### config.mk
export PLATFORM = sky130hd
export DESIGN_NAME = segment_search_ctrl
export DESIGN_NICKNAME = d
export VERILOG_FILES = /design/src/rtl/segment_search_ctrl_pkg.sv /design/src/rtl/segment_search_ctrl_bp_select.sv /design/src/rtl/segment_search_ctrl.sv
export SDC_FILE = /design/constraint.sdc
export NUM_CORES = 1
export LEC_CHECK = 0
export CAP_MARGIN = 20
export CORE_MARGIN = 4
export CORE_UTILIZATION = 35
export CTS_BUF_LIST = sky130_fd_sc_hd__clkbuf_8
export DETAILED_ROUTE_END_ITERATION = 7
export PLACE_DENSITY = 0.91
export SYNTH_ARGS = -nofsm -noshare
export SYNTH_HDL_FRONTEND = slang
export SYNTH_SLANG_ARGS = --single-unit
### constraint.sdc
create_clock -name clk -period 2 [get_ports clk]
set_clock_uncertainty 0.2 [all_clocks]
set_input_delay 0.2 -clock clk [delete_from_list [all_inputs] [get_ports clk]]
set_output_delay 0.2 -clock clk [all_outputs]
set_load 0.02 [all_outputs]
### src/rtl/segment_search_ctrl_pkg.sv
// Shared definitions for the piecewise-linear segment search controller:
// FSM encoding, default widths and the breakpoint slice helper.
package segment_search_ctrl_pkg;

  localparam int XDW_DEF     = 16;
  localparam int SEG_NUM_DEF = 8;

  typedef enum logic [1:0] {
    IDLE  = 2'd0,
    PROBE = 2'd1,
    DONE  = 2'd2
  } state_t;

  // LSB position of breakpoint i inside the flattened breakpoint bus
  function automatic int bp_lsb(input int i, input int w);
    return i * w;
  endfunction

endpackage

### src/rtl/segment_search_ctrl_bp_select.sv
// Picks the lower/upper bounds of segment idx out of the flattened breakpoint bus.
module segment_search_ctrl_bp_select
  import segment_search_ctrl_pkg::*;
#(
  parameter int xDW     = XDW_DEF,
  parameter int SEG_NUM = SEG_NUM_DEF,
  parameter int IDX_W   = $clog2(SEG_NUM_DEF)
) (
  input  logic [(SEG_NUM+1)*xDW-1:0] bp_flat,
  input  logic [IDX_W-1:0]           idx,
  output logic [xDW-1:0]             bp_lo,
  output logic [xDW-1:0]             bp_hi
);

  always_comb begin
    bp_lo = bp_flat[bp_lsb(int'(idx), xDW) +: xDW];
    bp_hi = bp_flat[bp_lsb(int'(idx) + 1, xDW) +: xDW];
  end

endmodule

### src/rtl/segment_search_ctrl.sv
// Sequential segment finder: probes one breakpoint interval per cycle through an
// external half-open range comparator and hands the segment index downstream.
module segment_search_ctrl
  import segment_search_ctrl_pkg::*;
#(
  parameter int xDW     = XDW_DEF,
  parameter int SEG_NUM = SEG_NUM_DEF,
  parameter int IDX_W   = $clog2(SEG_NUM_DEF)
) (
  input  logic                       clk,
  input  logic                       rst,
  input  logic                       in_valid,
  output logic                       in_ready,
  input  logic [xDW-1:0]             xAbs,
  input  logic [(SEG_NUM+1)*xDW-1:0] bp_flat,
  output logic                       cmp_en,
  output logic [xDW-1:0]             cmp_a,
  output logic [xDW-1:0]             cmp_b,
  output logic [xDW-1:0]             cmp_xAbs,
  input  logic                       cmp_out,
  input  logic                       cmp_valid,
  output logic                       out_valid,
  input  logic                       out_ready,
  output logic [IDX_W-1:0]           seg_idx,
  output logic                       out_of_range
);

  localparam logic [IDX_W-1:0] IDX_LAST = IDX_W'(SEG_NUM - 1);

  state_t           state, state_nxt;
  logic [IDX_W-1:0] idx;
  logic [xDW-1:0]   x_r;
  logic [xDW-1:0]   bp_lo, bp_hi;
  logic [xDW-1:0]   bp_top;

  assign bp_top = bp_flat[SEG_NUM*xDW +: xDW];

  segment_search_ctrl_bp_select #(
    .xDW     (xDW),
    .SEG_NUM (SEG_NUM),
    .IDX_W   (IDX_W)
  ) u_bp_select (
    .bp_flat (bp_flat),
    .idx     (idx),
    .bp_lo   (bp_lo),
    .bp_hi   (bp_hi)
  );

  always_ff @(posedge clk or posedge rst) begin
    if (rst) state <= IDLE;
    else     state <= state_nxt;
  end

  // Comparator bus is forced to zero outside PROBE so idle/done cycles show clean values
  always_comb begin
    state_nxt = state;
    in_ready  = 1'b0;
    cmp_en    = 1'b0;
    out_valid = 1'b0;
    cmp_a     = '0;
    cmp_b     = '0;
    cmp_xAbs  = '0;
    case (state)
      IDLE: begin
        in_ready = 1'b1;
        if (in_valid) state_nxt = PROBE;
      end
      PROBE: begin
        cmp_en   = 1'b1;
        cmp_a    = bp_lo;
        cmp_b    = bp_hi;
        cmp_xAbs = x_r;
        if (cmp_valid && (cmp_out || idx == IDX_LAST)) state_nxt = DONE;
      end
      DONE: begin
        out_valid = 1'b1;
        if (out_ready) state_nxt = IDLE;
      end
      default: state_nxt = IDLE;
    endcase
  end

  always_ff @(posedge clk or posedge rst) begin
    if (rst) begin
      idx          <= '0;
      x_r          <= '0;
      seg_idx      <= '0;
      out_of_range <= 1'b0;
    end else begin
      case (state)
        IDLE: begin
          if (in_valid) begin
            x_r <= xAbs;
            idx <= '0;
          end
        end
        PROBE: begin
          if (cmp_valid) begin
            if (cmp_out) begin
              seg_idx      <= idx;
              out_of_range <= 1'b0;
            end else if (idx == IDX_LAST) begin
              // every interval missed: clamp toward whichever end x lies beyond
              out_of_range <= 1'b1;
              seg_idx      <= (x_r >= bp_top) ? IDX_LAST : '0;
            end else begin
              idx <= idx + 1'b1;
            end
          end
        end
        default: ;
      endcase
    end
  end

endmodule

==> metrics.yaml <==
timing:
  hold_viol_final: 0
  timing.final.ws_setup_ns: -0.4510
  relSlewSlack_pct: 77.37
  grt_setup_unrepaired: "yes"
  drv_slew: 0
  min_period_ns: 2.451
  holdWs_ns: 0.07761
  worst-slew-pin-transition_ns: 0.3395
  max_freq_ghz: 0.4080
  setup_violations: 32
  post-route-period-util_pct: 122.6
routing:
  drtPass1Iterations: 4
  remaining_drc_errors: 0
  routedWlPerCell_um: 19.46
  num_vias: 3845
  routed_via_density: 5.203
  wl_mm: 14.38
  drt_iter0_markers: 134
  ant_nets: 0
logic_synthesis:
  synth_area_per_cell_um2: 9.495
  ys_seq_area_share_pct: 18.05
  synthDominantCellAreaShare_pct: 27.73
  syn_nets: 549
  synth_cell_types: 32
  synth_area_leaders: "mux2i_1 (28%), mux4_2 (21%), dfrtp_1 (18%), ha_1 (6.5%), nand2_1 (5.5%)"
  yosys.area.top_type: "mux2i_1"
  synthCells: 365
  ys_warn_count: 0
  yosys_register_bits: 25
  synthesis.area_um2: 3466
die:
  ioPinCount: 221
  fp.coreArea_um2: 9729
  die_w_um: 107.5
  rows: 36
  die_y_um: 107.5
  start_util_pct: 35.62
  die-area_um2: 11560
setup_path:
  ff2ff_path_depth: 7
  worst_setup_path_start_kind: "flop"
  end_kind: "output port"
  rr_endpoint: "seg_idx[0]"
  cp.required_ns: 1.60
  critical_path_class: "reg -> out"
  cp_max_fo: 8
  worst_ep_arrival_time_ns: 2.05
  r2r_setup_slack_ns: 0.03
  r2r_start: "x_r[0]"
clock_network:
  cts_tree: "built"
  root_buffer: "clkbuf_8"
  clockBufferDepth: 2
  clk_latency_ns: 0.27
  cts_buffers: 3
  clkSinkCount: 25
  htreeDepth: 1
  clk_pin_slew_ns: 0.09
global_routing:
  grt_usage_pct: 22.92
  grt_pass1_wl_mm: 21.07
  grt_pass1_vias: 4177
  antenna_found_initial: 0
  grt_max_degree: 43
  grt-ovfl-total: 0
hold_path:
  min_path_type: "in -> async"
outcome:
  outcome: "complete, but fails checks"
  violations: "negative setup slack"
placed_design:
  port_buffers: 220
  gp_congestion: 0.8322
  dp_hpwl_mm: 11.44
  place_ws_ns: -0.5428
finish:
  final_cell_mix: "clkdlybuf4s50_1 (164), mux2i_1 (93), nand2_1 (49), buf_4 (40), mux4_2 (32)"
  areaGrowthSynthToFinish_pct: 85.81
  fin_nets: 791
  layout_commonest_cell: "clkdlybuf4s50_1"
  drive_gt1_share_pct: 28.22
  antenna_cells: 0
power:
  irDropWorstVdd_mv: 0.9465
  power.density_nw_per_um2: 922.6
  p_leak_nw: 2.636
flow_run:
  drv_cap: 0
==> metrics by stage <==
stage	setup TNS [ns]	area, um2	power, W	std cells	utilization (%)
final	-11.99	6440	0.005941	739	66.19
after global routing	-14.18	6440	0.006333	739	66.19
after CTS	-14.04	6187	0.005630	731	63.59
after detailed placement	-16.36	6070	0.005353	725	62.38
after global placement	-14.97	6070	0.005217	725	62.38
after floorplan	0	3543	0.003458	365	-
==> critical path, cell delays in order (launching register included) <==
cell,delay (ns)
dfrtp_4,0.58
buf_12,0.17
buf_8,0.13
mux2i_2,0.16
mux4_2,0.48
nor2_2,0.13
buf_6,0.14
==> routing by layer <==
metal | vias up | GRT usage (%) | share of wire (%)
met1 | 1839 | 26.49 | 40
met5 | - | 0 | 0
met4 | 0 | 7.033 | 2.6
met2 | 170 | 42.58 | 51
met3 | 30 | 4.139 | 6.6
li1 | 1806 | - | -
==> cell families after synthesis <==
kind of cell	count (synthesis)	share of synthesized area, %
fa+ha+maj	18	6.498
simple gates	124	15.99
flops	25	18.05
buf+inv	47	6.895
mux	128	48.52
compound gates	23	4.043
==> state kept, by name (all words and copies together), names as in the netlist <==
register,flops
idx,3
state,2
x_r,16
out_of_range,1
seg_idx,3
==> Yosys cell counts (all sizes together) <==
library cell,number
nor4,2
nor2,37
nand4,1
mux4,32
inv,19
and2,16
nand2,51
nand3,7
a21o,3
and3,2
a31oi,1
ha,18
buf,17
mux2i,96
clkbuf,11
o21a,1
o21ai,8
dfrtp,25
a2111oi,1
a22oi,3
nand2b,3
nand4b,1
and4,2
o211ai,1
a21oi,5
nor2b,2
==> worst max path at each step <==
stage | endpoint | cells after the start | slack [ns] | from
after floorplan | cmp_b[4] | 4 | 0.003 | idx[0]
after global placement | seg_idx[2] | 7 | -0.49 | bp_flat[128]
after detailed placement | cmp_b[10] | 5 | -0.54 | idx[1]
after CTS | cmp_b[10] | 5 | -0.50 | idx[1]
after global routing | cmp_b[14] | 6 | -0.51 | idx[1]
final | cmp_b[14] | 6 | -0.45 | idx[1]
==> report_power, final <==
part	total (W)	switching, W	internal [W]
sequential	0.000895	0.000191	0.000704
clock	0.000298	0.000161	0.000137
combinational	0.00475	0.00236	0.00239
total	0.00594	0.00271	0.00323
==> layout make-up <==
class	count	area (um2)
Sequential cell	25	630.6
Fill cell	775	3289
Multi-Input combinational cell	293	2885
Inverter	19	73.82
Clock inverter	1	3.754
Tap cell	133	166.4
Clock buffer	3	41.29
Timing Repair Buffer	265	2639
==> timing repair <==
action / 4_1_cts / 5_1_grt
setup endpoints to repair: 54 / 43
cloned: 1 / 1
setup buffers: 1 / 8
hold buffers: 0 / 0
pin swaps: 4 / 12
resized for setup: 129 / 96
(Power assumes the default switching activity.)
